$ cat config.mk
export PLATFORM = sky130hd
export DESIGN_NAME = duty_slew_ctrl_flat
export DESIGN_NICKNAME = d
export VERILOG_FILES = /design/src/rtl/duty_slew_ctrl_pkg.sv /design/src/rtl/duty_slew_ctrl_if.sv /design/src/rtl/duty_slew_ctrl_tick_gen.sv /design/src/rtl/duty_slew_ctrl.sv /design/src/flat_wrapper.sv
export SDC_FILE = /design/constraint.sdc
export NUM_CORES = 1
export LEC_CHECK = 0
export ABC_AREA = 0
export BUFFER_PORTS_ARGS = -buffer_cell sky130_fd_sc_hd__clkbuf_2
export CAP_MARGIN = 30
export CORE_MARGIN = 2
export CORE_UTILIZATION = 59
export DETAILED_ROUTE_END_ITERATION = 8
export PLACE_DENSITY = 0.88
export SLEW_MARGIN = 0
export SYNTH_ARGS = -nofsm -noshare
export SYNTH_HDL_FRONTEND = slang
export SYNTH_SLANG_ARGS = --single-unit
export TNS_END_PERCENT = 100
$ cat constraint.sdc
create_clock -name clk_i -period 7.1 [get_ports clk_i]
set_input_delay 1.065 -clock clk_i [delete_from_list [all_inputs] [get_ports clk_i]]
set_output_delay 1.065 -clock clk_i [all_outputs]
set_load 0.05 [all_outputs]
$ cat src/rtl/duty_slew_ctrl_pkg.sv
// rtl/duty_slew_ctrl_pkg.sv - shared state encoding and default parameters for the duty slew controller
package duty_slew_ctrl_pkg;

    typedef enum logic [1:0] {
        ST_IDLE      = 2'd0,
        ST_RAMP_UP   = 2'd1,
        ST_RAMP_DOWN = 2'd2,
        ST_FAULT     = 2'd3
    } state_e;

    localparam int unsigned DEF_RESOLUTION = 12;
    localparam int unsigned DEF_STEP       = 64;
    localparam int unsigned DEF_TICK_DIV   = 1024;
    localparam int unsigned DEF_WDOG_TICKS = 256;

endpackage

$ cat src/rtl/duty_slew_ctrl_if.sv
// rtl/duty_slew_ctrl_if.sv - target duty command handshake between host and slew controller
interface duty_slew_ctrl_if
    import duty_slew_ctrl_pkg::*;
#(
    parameter int unsigned RESOLUTION = DEF_RESOLUTION
);
    logic                  cmd_valid_i;
    logic                  cmd_ready_o;
    logic [RESOLUTION-1:0] cmd_duty_i;

    modport master (output cmd_valid_i, output cmd_duty_i, input  cmd_ready_o);
    modport slave  (input  cmd_valid_i, input  cmd_duty_i, output cmd_ready_o);
endinterface

$ cat src/rtl/duty_slew_ctrl_tick_gen.sv
// rtl/duty_slew_ctrl_tick_gen.sv - free-running prescaler emitting a one-cycle tick every TICK_DIV clocks
module tick_gen #(
    parameter int unsigned TICK_DIV = 1024
) (
    input  logic clk_i,
    input  logic reset_n,
    output logic tick_o
);
    localparam int unsigned CW = (TICK_DIV > 1) ? $clog2(TICK_DIV) : 1;
    localparam logic [CW-1:0] LAST = CW'(TICK_DIV - 1);

    logic [CW-1:0] cnt_q, cnt_d;

    always_comb begin
        tick_o = (cnt_q == LAST);
        cnt_d  = tick_o ? '0 : cnt_q + CW'(1);
    end

    always_ff @(posedge clk_i or negedge reset_n) begin
        if (!reset_n) begin
            cnt_q <= '0;
        end else begin
            cnt_q <= cnt_d;
        end
    end
endmodule

$ cat src/rtl/duty_slew_ctrl.sv
// rtl/duty_slew_ctrl.sv - slew-rate-limited duty ramp with command watchdog feeding the PWM hub
module duty_slew_ctrl
    import duty_slew_ctrl_pkg::*;
#(
    parameter int unsigned RESOLUTION = DEF_RESOLUTION,
    parameter int unsigned STEP       = DEF_STEP,
    parameter int unsigned TICK_DIV   = DEF_TICK_DIV,
    parameter int unsigned WDOG_TICKS = DEF_WDOG_TICKS
) (
    input  logic                  clk_i,
    input  logic                  reset_n,
    duty_slew_ctrl_if.slave       cmd,
    output logic [RESOLUTION-1:0] duty_o,
    output logic                  at_target_o,
    output logic                  fault_o
);
    localparam int unsigned WDW = (WDOG_TICKS > 0) ? $clog2(WDOG_TICKS + 1) : 1;
    localparam logic [WDW-1:0]        WDOG_MAX = WDW'(WDOG_TICKS);
    localparam logic [RESOLUTION-1:0] STEP_R   = RESOLUTION'(STEP);
    localparam logic [RESOLUTION:0]   STEP_W   = {1'b0, STEP_R};

    logic                  tick;
    logic                  accept;
    logic [RESOLUTION-1:0] eff;
    logic [RESOLUTION:0]   diff, mag;

    logic [RESOLUTION-1:0] duty_q, duty_d;
    logic [RESOLUTION-1:0] target_q, target_d;
    logic [WDW-1:0]        wdog_q, wdog_d;
    logic                  fault_q, fault_d;
    logic                  at_target_q, at_target_d;
    logic                  ready_q;
    state_e                state_q, state_d;

    tick_gen #(.TICK_DIV(TICK_DIV)) u_tick_gen (
        .clk_i   (clk_i),
        .reset_n (reset_n),
        .tick_o  (tick)
    );

    // Signed (RESOLUTION+1)-bit difference so the clamp to eff can never wrap past 0 or full scale.
    always_comb begin
        accept = cmd.cmd_valid_i & ready_q;
        eff    = accept ? cmd.cmd_duty_i : target_q;
        diff   = {1'b0, eff} - {1'b0, duty_q};
        mag    = diff[RESOLUTION] ? ({1'b0, duty_q} - {1'b0, eff}) : diff;

        duty_d   = duty_q;
        target_d = target_q;
        wdog_d   = wdog_q;
        fault_d  = fault_q;

        if (tick) begin
            if (mag <= STEP_W) begin
                duty_d = eff;
            end else if (diff[RESOLUTION]) begin
                duty_d = duty_q - STEP_R;
            end else begin
                duty_d = duty_q + STEP_R;
            end
        end

        if (accept) begin
            target_d = cmd.cmd_duty_i;
            wdog_d   = '0;
            fault_d  = 1'b0;
        end else if (tick && (WDOG_TICKS != 0) && (state_q != ST_FAULT)) begin
            wdog_d = wdog_q + WDW'(1);
            if (wdog_d == WDOG_MAX) begin
                fault_d  = 1'b1;
                target_d = '0;
            end
        end

        at_target_d = (duty_d == target_d);
    end

    always_comb begin
        state_d = state_q;
        if (fault_d) begin
            state_d = ST_FAULT;
        end else if (duty_d == target_d) begin
            state_d = ST_IDLE;
        end else if (target_d > duty_d) begin
            state_d = ST_RAMP_UP;
        end else begin
            state_d = ST_RAMP_DOWN;
        end
    end

    always_ff @(posedge clk_i or negedge reset_n) begin
        if (!reset_n) begin
            duty_q      <= '0;
            target_q    <= '0;
            wdog_q      <= '0;
            fault_q     <= 1'b0;
            at_target_q <= 1'b1;
            ready_q     <= 1'b0;
            state_q     <= ST_IDLE;
        end else begin
            duty_q      <= duty_d;
            target_q    <= target_d;
            wdog_q      <= wdog_d;
            fault_q     <= fault_d;
            at_target_q <= at_target_d;
            ready_q     <= 1'b1;
            state_q     <= state_d;
        end
    end

    assign cmd.cmd_ready_o = ready_q;
    assign duty_o          = duty_q;
    assign at_target_o     = at_target_q;
    assign fault_o         = fault_q;
endmodule

$ cat src/flat_wrapper.sv
// flat-port wrapper written by rule: the top's interface ports become plain ports
module duty_slew_ctrl_flat import duty_slew_ctrl_pkg::*;
#(
    parameter int unsigned RESOLUTION = DEF_RESOLUTION,
    parameter int unsigned STEP       = DEF_STEP,
    parameter int unsigned TICK_DIV   = DEF_TICK_DIV,
    parameter int unsigned WDOG_TICKS = DEF_WDOG_TICKS
)
  (clk_i, reset_n, duty_o, at_target_o, fault_o, cmd_cmd_valid_i, cmd_cmd_duty_i, cmd_cmd_ready_o);
  duty_slew_ctrl_if #(.RESOLUTION(RESOLUTION)) cmd_i ();
  input  logic clk_i;
  input  logic reset_n;
  output logic [RESOLUTION-1:0] duty_o;
  output logic at_target_o;
  output logic fault_o;
  input wire logic [$bits(cmd_i.cmd_valid_i)-1:0] cmd_cmd_valid_i;
  input wire logic [$bits(cmd_i.cmd_duty_i)-1:0] cmd_cmd_duty_i;
  output wire logic [$bits(cmd_i.cmd_ready_o)-1:0] cmd_cmd_ready_o;
  assign cmd_i.cmd_valid_i = cmd_cmd_valid_i;
  assign cmd_i.cmd_duty_i = cmd_cmd_duty_i;
  assign cmd_cmd_ready_o = cmd_i.cmd_ready_o;
  duty_slew_ctrl #(.RESOLUTION(RESOLUTION), .STEP(STEP), .TICK_DIV(TICK_DIV), .WDOG_TICKS(WDOG_TICKS)) u_core (.clk_i(clk_i), .reset_n(reset_n), .cmd(cmd_i), .duty_o(duty_o), .at_target_o(at_target_o), .fault_o(fault_o));
endmodule
==> out/qor.yml, run 1 <==
run_status:
  status: "finished, violations left"
  violations: "design-rule violations"
placed_design:
  place_congestion: 1.03
  numPlacedInstances: 546
  dpl.hpwl_mm: 7.85
  io_buffer_count: 29
grt:
  overflow: 0
  grt_pass1_vias: 3593
  grt_pass1_wl_mm: 16.9
  grt_max_degree: 49
  grt_usage: 0.289
  antenna_found_initial: 0
critical_path:
  reg2reg_setup_slack_ns: 0.97
  startpoint: "cmd_cmd_valid_i"
  reg2reg_to: "u_core.state_q[0]$_DFF_PN0_"
  ff2ff_path_depth: 24
  critPathMaxFanout: 10
  timing.rr.start: "u_core.cmd.cmd_ready_o$_DFF_PN0_"
  setup.worst_path.end_class: "register"
  cp-start-kind: "primary input"
  cp.arrival_ns: 6.77
  path_class: "primary input to register"
  worstPathRequired_ns: 7.31
yosys:
  ys_types: 64
  yosys-top-cells-count: "47 x dfrtp_1, 44 x nand2_1, 35 x ha_1, 35 x nor2_1, 31 x inv_1"
  synth_seq_cells: 48
  yosys.area.top_type: "dfrtp_1"
  synth_fp_nets: 492
  avgSynthCellArea_um2: 8.93
  yosys_warnings: 0
  syn-instance-count: 441
  yosysMostFrequentCell: "dfrtp_1"
  synth_ff_type: "dfrtp_1"
  synth_top_cell_area_share: 0.299
  async_flop_share: 1.00
  synth-edff-count: 0
  syn_area_um2: 3940
  synth_seq_area_share: 0.305
  yosys-top-cells-area: "dfrtp_1 30%, ha_1 11%, mux2i_1 7.4%, nand2_1 4.2%, nor2_1 3.3%"
sta:
  min_period_ns: 6.55
  hold_viol_final: 0
  fmax_mhz: 153
  maxSlewViolCount: 0
  tightest_slew_ns: 0.796
  grt_setup_unrepaired: "no"
  final-setup-viol-count: 0
  fin_crit_sh: 0.923
  slew_headroom: 0.470
  skew_ns: 0.00626
  setup_tns_ns: 0
drt:
  final_antenna_net_count: 0
  drt_first_pass_iters: 9
  wire_per_inst_um: 18.3
  vias_per_cell: 6.40
  vias: 3548
  drc: 1
  drt_iter0_markers: 308
  routed_wl_mm: 10.1
pwr:
  p_leak_nw: 2.09
  switching_share: 0.366
  p_seq_frac: 0.390
  ir_worst_vdd_uv: 108
  clkPwrFrac: 0.241
  p_per_area_nw_per_um2: 174
  p_comb_frac: 0.370
  p_switching_w: 0.000273
  cellInternalPower_w: 0.000473
clock_network:
  cts_tree: "built"
  cts_num_sinks: 48
  hold_buffers: 0
  cts_max_path_buffers: 2
  clock_latency_ns: 0.31
  cts_root_buf: "clkbuf_8"
  clkSlewWorstSetupHoldPaths_ns: 0.10
  h-tree-depth: 2
  cts_buffers: 5
final_layout:
  n_fill_cell: 516
  multi_input_area_um2: 2550
  synthToLayoutAreaGrowth_pct: 8.99
  nNetsFinal: 527
  stdcell_count: 554
  seq_area_um2: 1200
  num_antenna_cells: 0
  drive_above_1_share: 0.151
worst_hold_path:
  whs_path_depth: 1
  min_from: "u_core.u_tick_gen.cnt_q[4]$_DFF_PN0_"
  min_to: "u_core.u_tick_gen.cnt_q[4]$_DFF_PN0_"
  hp-class: "register to register"
die:
  rows: 29
  die-area_um2: 7350
  ios: 30
  initial_utilization: 0.613
  die_w_um: 85.7
  die_y_um: 85.7
  core_um2: 6420
run:
  drv_cap: 0
==> final cells by class <==
cell class | count | share of cell area
multi-input cells | 349 | 0.593
repair buffers | 41 | 0.0548
flip-flops and latches | 48 | 0.280
clock buffers | 6 | 0.0192
inverters | 31 | 0.0271
clock inverters | 2 | 0.00321
well taps | 77 | 0.0224
==> worst max-delay path by stage <==
stage	endpoint	slack (ns)	cells past startpoint
floorplan	u_core.state_q[0]$_DFF_PN0_	0.97	27
global placement	u_core.state_q[0]$_DFF_PN0_	0.40	25
detailed placement	u_core.state_q[0]$_DFF_PN0_	0.19	25
CTS	u_core.state_q[0]$_DFF_PN0_	0.51	25
global route	u_core.state_q[0]$_DFF_PN0_	0.09	25
finish	u_core.state_q[0]$_DFF_PN0_	0.55	25
==> through the flow <==
| step | cell area [um2] | power, W | hold slack, ns | util | setup WS, ns |
|---|---|---|---|---|---|
| 4_1_cts | 4290 | 0.000742 | 0.488 | 0.668 | 0.507 |
| 3_5_place_dp | 4190 | 0.000563 | 0.471 | 0.653 | 0.187 |
| 5_1_grt | 4290 | 0.000782 | 0.497 | 0.669 | 0.0913 |
| 3_3_place_gp | 4190 | 0.000556 | 0.462 | 0.653 | 0.401 |
| 2_1_floorplan | 3940 | 0.000487 | 0.446 | - | 0.969 |
| 6_report | 4290 | 0.000745 | 0.484 | 0.669 | 0.547 |
==> power groups by stage <==
| stage | clock network (W) | registers, W | logic [W] |
|---|---|---|---|
| 2_1_floorplan | 0 | 0.000295 | 0.000192 |
| 3_3_place_gp | 0 | 0.000295 | 0.000261 |
| 3_5_place_dp | 0 | 0.000295 | 0.000268 |
| 4_1_cts | 0.000182 | 0.000290 | 0.000270 |
| 5_1_grt | 0.000190 | 0.000292 | 0.000300 |
| 6_report | 0.000179 | 0.000290 | 0.000276 |
==> routing by layer <==
| layer | share of wire | up-vias | track usage |
|---|---|---|---|
| met1 | 0.42 | 1700 | 0.361 |
| met2 | 0.48 | 152 | 0.484 |
| met3 | 0.058 | 33 | 0.0510 |
| li1 | - | 1663 | - |
| met4 | 0.041 | 0 | 0.139 |
| met5 | 0 | - | 0 |
==> cell families (layout without fill, tap and decap cells) <==
| group | Yosys count | count (layout) | share of synthesized area |
|---|---|---|---|
| simple gates | 142 | 142 | 0.173 |
| xor+xnor | 25 | 25 | 0.0556 |
| buf+inv | 44 | 80 | 0.0499 |
| fa+ha+maj | 36 | 36 | 0.116 |
| compound gates | 108 | 108 | 0.202 |
| other cells | 1 | 1 | 0.000952 |
| mux | 37 | 37 | 0.0972 |
| flops | 48 | 48 | 0.305 |
==> timing repair <==
action / CTS / global route
endpoints found under the setup margin: 0 / 1
gates resized for setup: 0 / 2
endpoints found under the hold margin: 0 / 0
setup buffers: 0 / 0
==> placed cells by master, fill, tap and decap left out, types with 8 or more instances in the layout <==
| cell | Yosys | final |
|---|---|---|
| nand3_1 | 12 | 12 |
| mux2i_1 | 29 | 29 |
| and3_1 | 9 | 9 |
| a21o_1 | 14 | 14 |
| o21ai_0 | 11 | 11 |
| nor2_1 | 35 | 35 |
| nor3_1 | 8 | 8 |
| inv_1 | 31 | 31 |
| and2_1 | 9 | 8 |
| nand4_1 | 10 | 10 |
| nand2_1 | 44 | 44 |
| dfrtp_1 | 47 | 47 |
| clkbuf_2 | 0 | 29 |
| ha_1 | 35 | 35 |
| xor2_1 | 14 | 14 |
| buf_4 | 0 | 12 |
| xnor2_1 | 11 | 11 |
| a21oi_1 | 24 | 24 |
==> state kept, by name, summed over array words and instances (netlist names) <==
signal and flops:
u_core.target_q 12, u_core.wdog_q 9, u_core.fault_o 1, u_core.cmd.cmd_ready_o 1, u_core.duty_o 12, u_core.at_target_o 1
u_core.state_q 2, u_core.u_tick_gen.cnt_q 10
==> critical path, cell delays in order <==
cell and delay [ns]:
clkbuf_2 0.12, nand2_1 0.16, a21oi_1 0.42, inv_1 0.13, ha_1 0.48, nand4_1 0.24
a211oi_1 0.28, a211oi_2 0.09, o21ai_1 0.29, buf_4 0.20, mux2_2 0.35, or4_4 0.50
a31oi_4 0.23, o2111ai_4 0.27, nor2_4 0.24, mux2i_1 0.23, ha_1 0.27, nor2b_1 0.14
o21ai_0 0.15, nand2b_1 0.08, a21oi_1 0.17, nor3_1 0.06, a211oi_1 0.23, o21ai_0 0.17
a21o_1 0.20
No activity file was read; power rests on OpenSTA's default activity.
==> run 2, diff against run 1 <==
--- a/config.mk
+++ b/config.mk
@@ -12,6 +12,7 @@
 export CORE_UTILIZATION = 59
 export DETAILED_ROUTE_END_ITERATION = 8
 export PLACE_DENSITY = 0.88
+export REMOVE_ABC_BUFFERS = 1
 export SLEW_MARGIN = 0
 export SYNTH_ARGS = -nofsm -noshare
 export SYNTH_HDL_FRONTEND = slang
==> out/qor.yml, run 2 (synthesized netlist as in run 1, its figures left out) <==
clock_network:
  cts_buffers: 5
  cts_tree: "built"
  h-tree-depth: 2
  cts_num_sinks: 48
  cts_max_path_buffers: 2
  cts_root_buf: "clkbuf_8"
  hold_buffers: 0
  clkSlewWorstSetupHoldPaths_ns: 0.09
  clock_latency_ns: 0.31
drt:
  vias_per_cell: 6.32
  drt_iter0_markers: 294
  drt_first_pass_iters: 7
  routed_wl_mm: 10.1
  final_antenna_net_count: 0
  wire_per_inst_um: 18.1
  vias: 3519
  drc: 2
sta:
  setup_tns_ns: 0
  maxSlewViolCount: 0
  fin_crit_sh: 0.942
  hold_viol_final: 0
  timing.hold.ws_ns: 0.480
  fmax_mhz: 150
  skew_ns: 0.00543
  tightest_slew_ns: 0.721
  min_period_ns: 6.69
  grt_setup_unrepaired: "no"
  slew_headroom: 0.520
  final-setup-viol-count: 0
die:
  die_w_um: 85.7
  die_y_um: 85.7
  core_um2: 6420
  rows: 29
  die-area_um2: 7350
  ios: 30
  initial_utilization: 0.613
critical_path:
  timing.rr.start: "u_core.cmd.cmd_ready_o$_DFF_PN0_"
  setup.worst_path.end_class: "register"
  cp.arrival_ns: 6.89
  cp-start-kind: "primary input"
  cp_slowest_cell: "and2_1"
  ff2ff_path_depth: 23
  reg2reg_setup_slack_ns: 0.85
  slowest_delay_ns: 0.52
  path_class: "primary input to register"
  reg2reg_to: "u_core.state_q[0]$_DFF_PN0_"
  path_buf_inv: 2
  crit_family: "compound AO/OA/AOI/OAI gates"
  worstPathRequired_ns: 7.30
  critPathMaxFanout: 12
  crit_chain: "clkbuf_2, and2_1, mux2i_1, inv_1, ha_1, and2_1, nand2_1, a211oi_2, o31ai_1, a311o_1, a41o_1, a311oi_2, o2111ai_4, nor2_4, mux2i_1, ha_1, nor2b_1, o21ai_0, nand2b_1, a21oi_1, nor3_1, a211oi_1, o21ai_0, a21o_1"
worst_hold_path:
  whs_path_depth: 1
  min_from: "u_core.u_tick_gen.cnt_q[6]$_DFF_PN0_"
  min_to: "u_core.u_tick_gen.cnt_q[6]$_DFF_PN0_"
  hp-class: "register to register"
grt:
  grt_max_degree: 49
  grt_usage: 0.284
  antenna_found_initial: 0
  grt_pass1_wl_mm: 16.5
  overflow: 0
  grt_pass1_vias: 3392
final_layout:
  num_antenna_cells: 0
  drive_above_1_share: 0.154
  nNetsFinal: 530
  synthToLayoutAreaGrowth_pct: 9.91
  utilization: 0.674
  mostFrequentLayoutCells: "47 x dfrtp_1, 44 x nand2_1, 35 x nor2_1, 35 x ha_1, 31 x inv_1"
  n_fill_cell: 511
  layout_commonest_cell: "dfrtp_1"
placed_design:
  dpl.hpwl_mm: 7.77
  io_buffer_count: 29
  place_congestion: 0.944
pwr:
  p_leak_nw: 2.11
  ir_worst_vdd_uv: 122
  p_per_area_nw_per_um2: 177
run:
  drv_cap: 0
run_status:
  status: "finished, violations left"
  violations: "design-rule violations"
## run 2: cell types whose count changed in the layout (fill, tap and decap cells not counted)
cell,delta
bufinv_16,+1
inv_6,-1
clkbuf_8,-1
and2_2,-1
clkinvlp_4,+1
and2_1,+1
buf_4,+3
## run 2: layout make-up
cell class	instances	area [um2]	share of cell area
Multi-Input combinational cell	349	2550	0.588
Clock buffer	5	68.8	0.0159
Tap cell	77	96.3	0.0222
Clock inverter	3	42.5	0.00982
Inverter	31	116	0.0269
Timing Repair Buffer	44	258	0.0595
Sequential cell	48	1200	0.278
## run 2: power by group
group          switching (W)  internal [W]
Clock              0.0000943      0.000104
Combinational       0.000167      0.000110
Sequential        0.00000507      0.000285
## run 2: how the worst max path moves through the flow
stage,from,to,cells past startpoint
global placement,cmd_cmd_valid_i,u_core.state_q[0]$_DFF_PN0_,24
finish,cmd_cmd_valid_i,u_core.state_q[0]$_DFF_PN0_,24
CTS,cmd_cmd_valid_i,u_core.state_q[0]$_DFF_PN0_,24
global route,cmd_cmd_valid_i,u_core.state_q[0]$_DFF_PN0_,24
detailed placement,cmd_cmd_valid_i,u_core.state_q[0]$_DFF_PN0_,24
floorplan,cmd_cmd_valid_i,u_core.state_q[0]$_DFF_PN0_,23
## run 2: per-layer routing
metal  wire length, um  up-vias  track usage
li1                  -     1668            -
met1              4650     1678        0.398
met2              4590      153        0.458
met3               623       20       0.0423
met4               197        0       0.0794
met5                 0        -            0
## run 2: what timing repair did
action,4_1_cts,5_1_grt
gates resized for setup,0,1
buffers inserted,0,0
endpoints found under the setup margin,0,2
## run 2: through the flow
stage / total power (W) / instances / setup WS [ns] / area [um2]
CTS: 0.000762 / 557 / 0.302 / 4330
detailed placement: 0.000562 / 549 / 0.0150 / 4210
floorplan: 0.000483 / 428 / 0.153 / 3860
global placement: 0.000559 / 549 / 0.175 / 4210
finish: 0.000766 / 557 / 0.414 / 4330
global route: 0.000805 / 557 / 0.0114 / 4330
==> run 3, diff against run 2 <==
--- a/config.mk
+++ b/config.mk
@@ -5,13 +5,13 @@
 export SDC_FILE = /design/constraint.sdc
 export NUM_CORES = 1
 export LEC_CHECK = 0
-export ABC_AREA = 0
+export ABC_AREA = 1
 export BUFFER_PORTS_ARGS = -buffer_cell sky130_fd_sc_hd__clkbuf_2
 export CAP_MARGIN = 30
 export CORE_MARGIN = 2
 export CORE_UTILIZATION = 59
 export DETAILED_ROUTE_END_ITERATION = 8
-export PLACE_DENSITY = 0.88
+export PLACE_DENSITY = 0.8
 export REMOVE_ABC_BUFFERS = 1
 export SLEW_MARGIN = 0
 export SYNTH_ARGS = -nofsm -noshare
==> out/qor.yml, run 3 <==
critical_path:
  setup.worst_path.end_class: "register"
  path_class: "primary input to register"
  cp-start-kind: "primary input"
  worstPathRequired_ns: 7.26
  critPathMaxFanout: 17
  cp.arrival_ns: 5.66
sta:
  hold_viol_final: 0
  maxSlewViolCount: 0
  grt_setup_unrepaired: "no"
  fin_crit_sh: 0.775
  final-setup-viol-count: 0
  timing.hold.ws_ns: 0.509
  skew_ns: 0.00987
  slew_headroom: 0.600
  tightest_slew_ns: 0.601
  min_period_ns: 5.50
  setup_tns_ns: 0
  fmax_mhz: 182
yosys:
  synth_ff_type: "dfrtp_1"
  ys_types: 43
  yosysMostFrequentCell: "nand2_1"
  syn_area_um2: 4190
  yosys-top-cells-count: "194 x nand2_1, 95 x inv_1, 48 x nand3_1, 47 x dfrtp_1, 40 x nor2_1"
  synth_seq_cells: 48
  yosys.area.top_type: "dfrtp_1"
  avgSynthCellArea_um2: 6.79
  yosys_warnings: 0
  yosys-top-cells-area: "dfrtp_1 28%, nand2_1 17%, ha_1 10%, inv_1 8.5%, nand3_1 5.7%"
  synth-edff-count: 0
  synth_seq_area_share: 0.287
  synth_top_cell_area_share: 0.281
  syn-instance-count: 617
  async_flop_share: 1.00
placed_design:
  io_buffer_count: 29
  place_congestion: 0.975
  dpl.hpwl_mm: 8.11
run:
  drv_cap: 0
pwr:
  p_seq_frac: 0.458
  ir_worst_vdd_uv: 125
  p_leak_nw: 2.52
  switching_share: 0.333
  p_comb_frac: 0.273
  p_switching_w: 0.000207
  p_per_area_nw_per_um2: 138
  cellInternalPower_w: 0.000416
  clkPwrFrac: 0.269
clock_network:
  cts_tree: "built"
  cts_root_buf: "clkbuf_8"
  cts_setup_buffers: 0
  cts_max_path_buffers: 2
  cts_resized: 0
  clkSlewWorstSetupHoldPaths_ns: 0.08
  cts_buffers: 5
  hold_buffers: 0
  cts_num_sinks: 48
  h-tree-depth: 2
  clock_latency_ns: 0.30
drt:
  vias: 3954
  wl_met1_mm: 4.56
  drt_first_pass_iters: 5
  dr.max_layer_used: "met4"
  drc: 0
  drt_iter0_markers: 231
  met3_length_um: 436
  routed_wl_mm: 10.0
  final_antenna_net_count: 0
  met2_length_mm: 4.87
  vias_per_cell: 5.31
  wire_per_inst_um: 13.5
final_layout:
  num_antenna_cells: 0
  layout_commonest_cell: "nand2_1"
  drive_above_1_share: 0.114
  nNetsFinal: 698
  n_fill_cell: 659
  multi_input_area_um2: 2550
  seq_area_um2: 1200
  synthToLayoutAreaGrowth_pct: 7.49
  mostFrequentLayoutCells: "194 x nand2_1, 95 x inv_1, 48 x nand3_1"
run_status:
  status: "finished, final reports clean"
grt:
  grt_pass1_wl_mm: 17.2
  grt_max_degree: 49
  grt_pass1_vias: 3826
  grt_usage: 0.281
  overflow: 0
  antenna_found_initial: 0
die:
  core_um2: 6830
  die_w_um: 88.3
  die-area_um2: 7790
  initial_utilization: 0.613
  die_y_um: 88.3
  rows: 30
  ios: 30
worst_hold_path:
  hp-class: "register to register"
run 3: per-layer routing:
layer | up-vias | GRT usage
li1 | 2025 | -
met1 | 1821 | 0.374
met2 | 90 | 0.484
met3 | 18 | 0.0289
met4 | 0 | 0.0868
met5 | - | 0
run 3: cell families after synthesis:
| family | count (synthesis) | synth area share |
|---|---|---|
| AND/OR/NAND/NOR | 329 | 0.352 |
| buffers and inverters | 110 | 0.104 |
| AO/OA/AOI/OAI | 75 | 0.109 |
| flip-flops | 48 | 0.287 |
| adder cells (fa/ha/maj) | 36 | 0.109 |
| XOR/XNOR | 18 | 0.0376 |
| other | 1 | 0.000895 |
run 3: worst paths after layout:
check,slack [ns],end,depth (start not counted),start
max reg2reg,2.02,u_core.state_q[1]$_DFF_PN0_,25,u_core.cmd.cmd_ready_o$_DFF_PN0_
min,0.51,u_core.u_tick_gen.cnt_q[2]$_DFF_PN0_,1,u_core.u_tick_gen.cnt_q[2]$_DFF_PN0_
min in group asynchronous,0.85,u_core.wdog_q[5]$_DFFE_PN0P_,2,reset_n
max in group asynchronous,5.84,u_core.u_tick_gen.cnt_q[8]$_DFF_PN0_,2,reset_n
min reg2reg,0.51,u_core.u_tick_gen.cnt_q[2]$_DFF_PN0_,1,u_core.u_tick_gen.cnt_q[2]$_DFF_PN0_
max,1.60,u_core.state_q[1]$_DFF_PN0_,26,cmd_cmd_valid_i
run 3: final cells by class:
cell class,count,area share
inverters,103,0.0858
multi-input cells,459,0.567
clock buffers,8,0.0200
well taps,96,0.0267
flip-flops and latches,48,0.267
repair buffers,30,0.0339
run 3: stage by stage:
| stage | power [W] | util | instances | setup WS, ns | instance area (um2) |
|---|---|---|---|---|---|
| 6_report | 0.000623 | 0.659 | 744 | 1.60 | 4500 |
| 5_1_grt | 0.000663 | 0.659 | 744 | 0.888 | 4500 |
| 4_1_cts | 0.000624 | 0.659 | 744 | 1.60 | 4500 |
| 3_5_place_dp | 0.000458 | 0.646 | 736 | 1.29 | 4410 |
| 3_3_place_gp | 0.000454 | 0.646 | 736 | 1.56 | 4410 |
| 2_1_floorplan | 0.000415 | - | 610 | 2.24 | 4140 |
run 3: critical path, cell delays in order:
cell	delay [ns]
clkbuf_2	0.17
nand2_4	0.21
inv_1	0.22
o21ai_0	0.44
ha_1	0.39
a21oi_1	0.23
nor2_1	0.10
nor2_4	0.11
nand2_1	0.09
nor2_4	0.31
ha_1	0.35
a21oi_1	0.19
nand2_1	0.06
nand2_1	0.07
nand2_1	0.05
a21oi_1	0.15
xor2_1	0.16
nor2_1	0.08
nor2_1	0.11
nor2_1	0.07
ha_1	0.29
nand2_1	0.07
inv_1	0.06
nand3_1	0.08
nor4_1	0.36
o21ai_0	0.16
run 3: power by group through the flow:
| stage | logic, W | registers (W) | clock network [W] |
|---|---|---|---|
| final | 0.000170 | 0.000285 | 0.000168 |
| after global routing | 0.000194 | 0.000286 | 0.000183 |
| after CTS | 0.000169 | 0.000285 | 0.000170 |
| after detailed placement | 0.000168 | 0.000290 | 0 |
| after global placement | 0.000164 | 0.000290 | 0 |
| after floorplan | 0.000124 | 0.000291 | 0 |
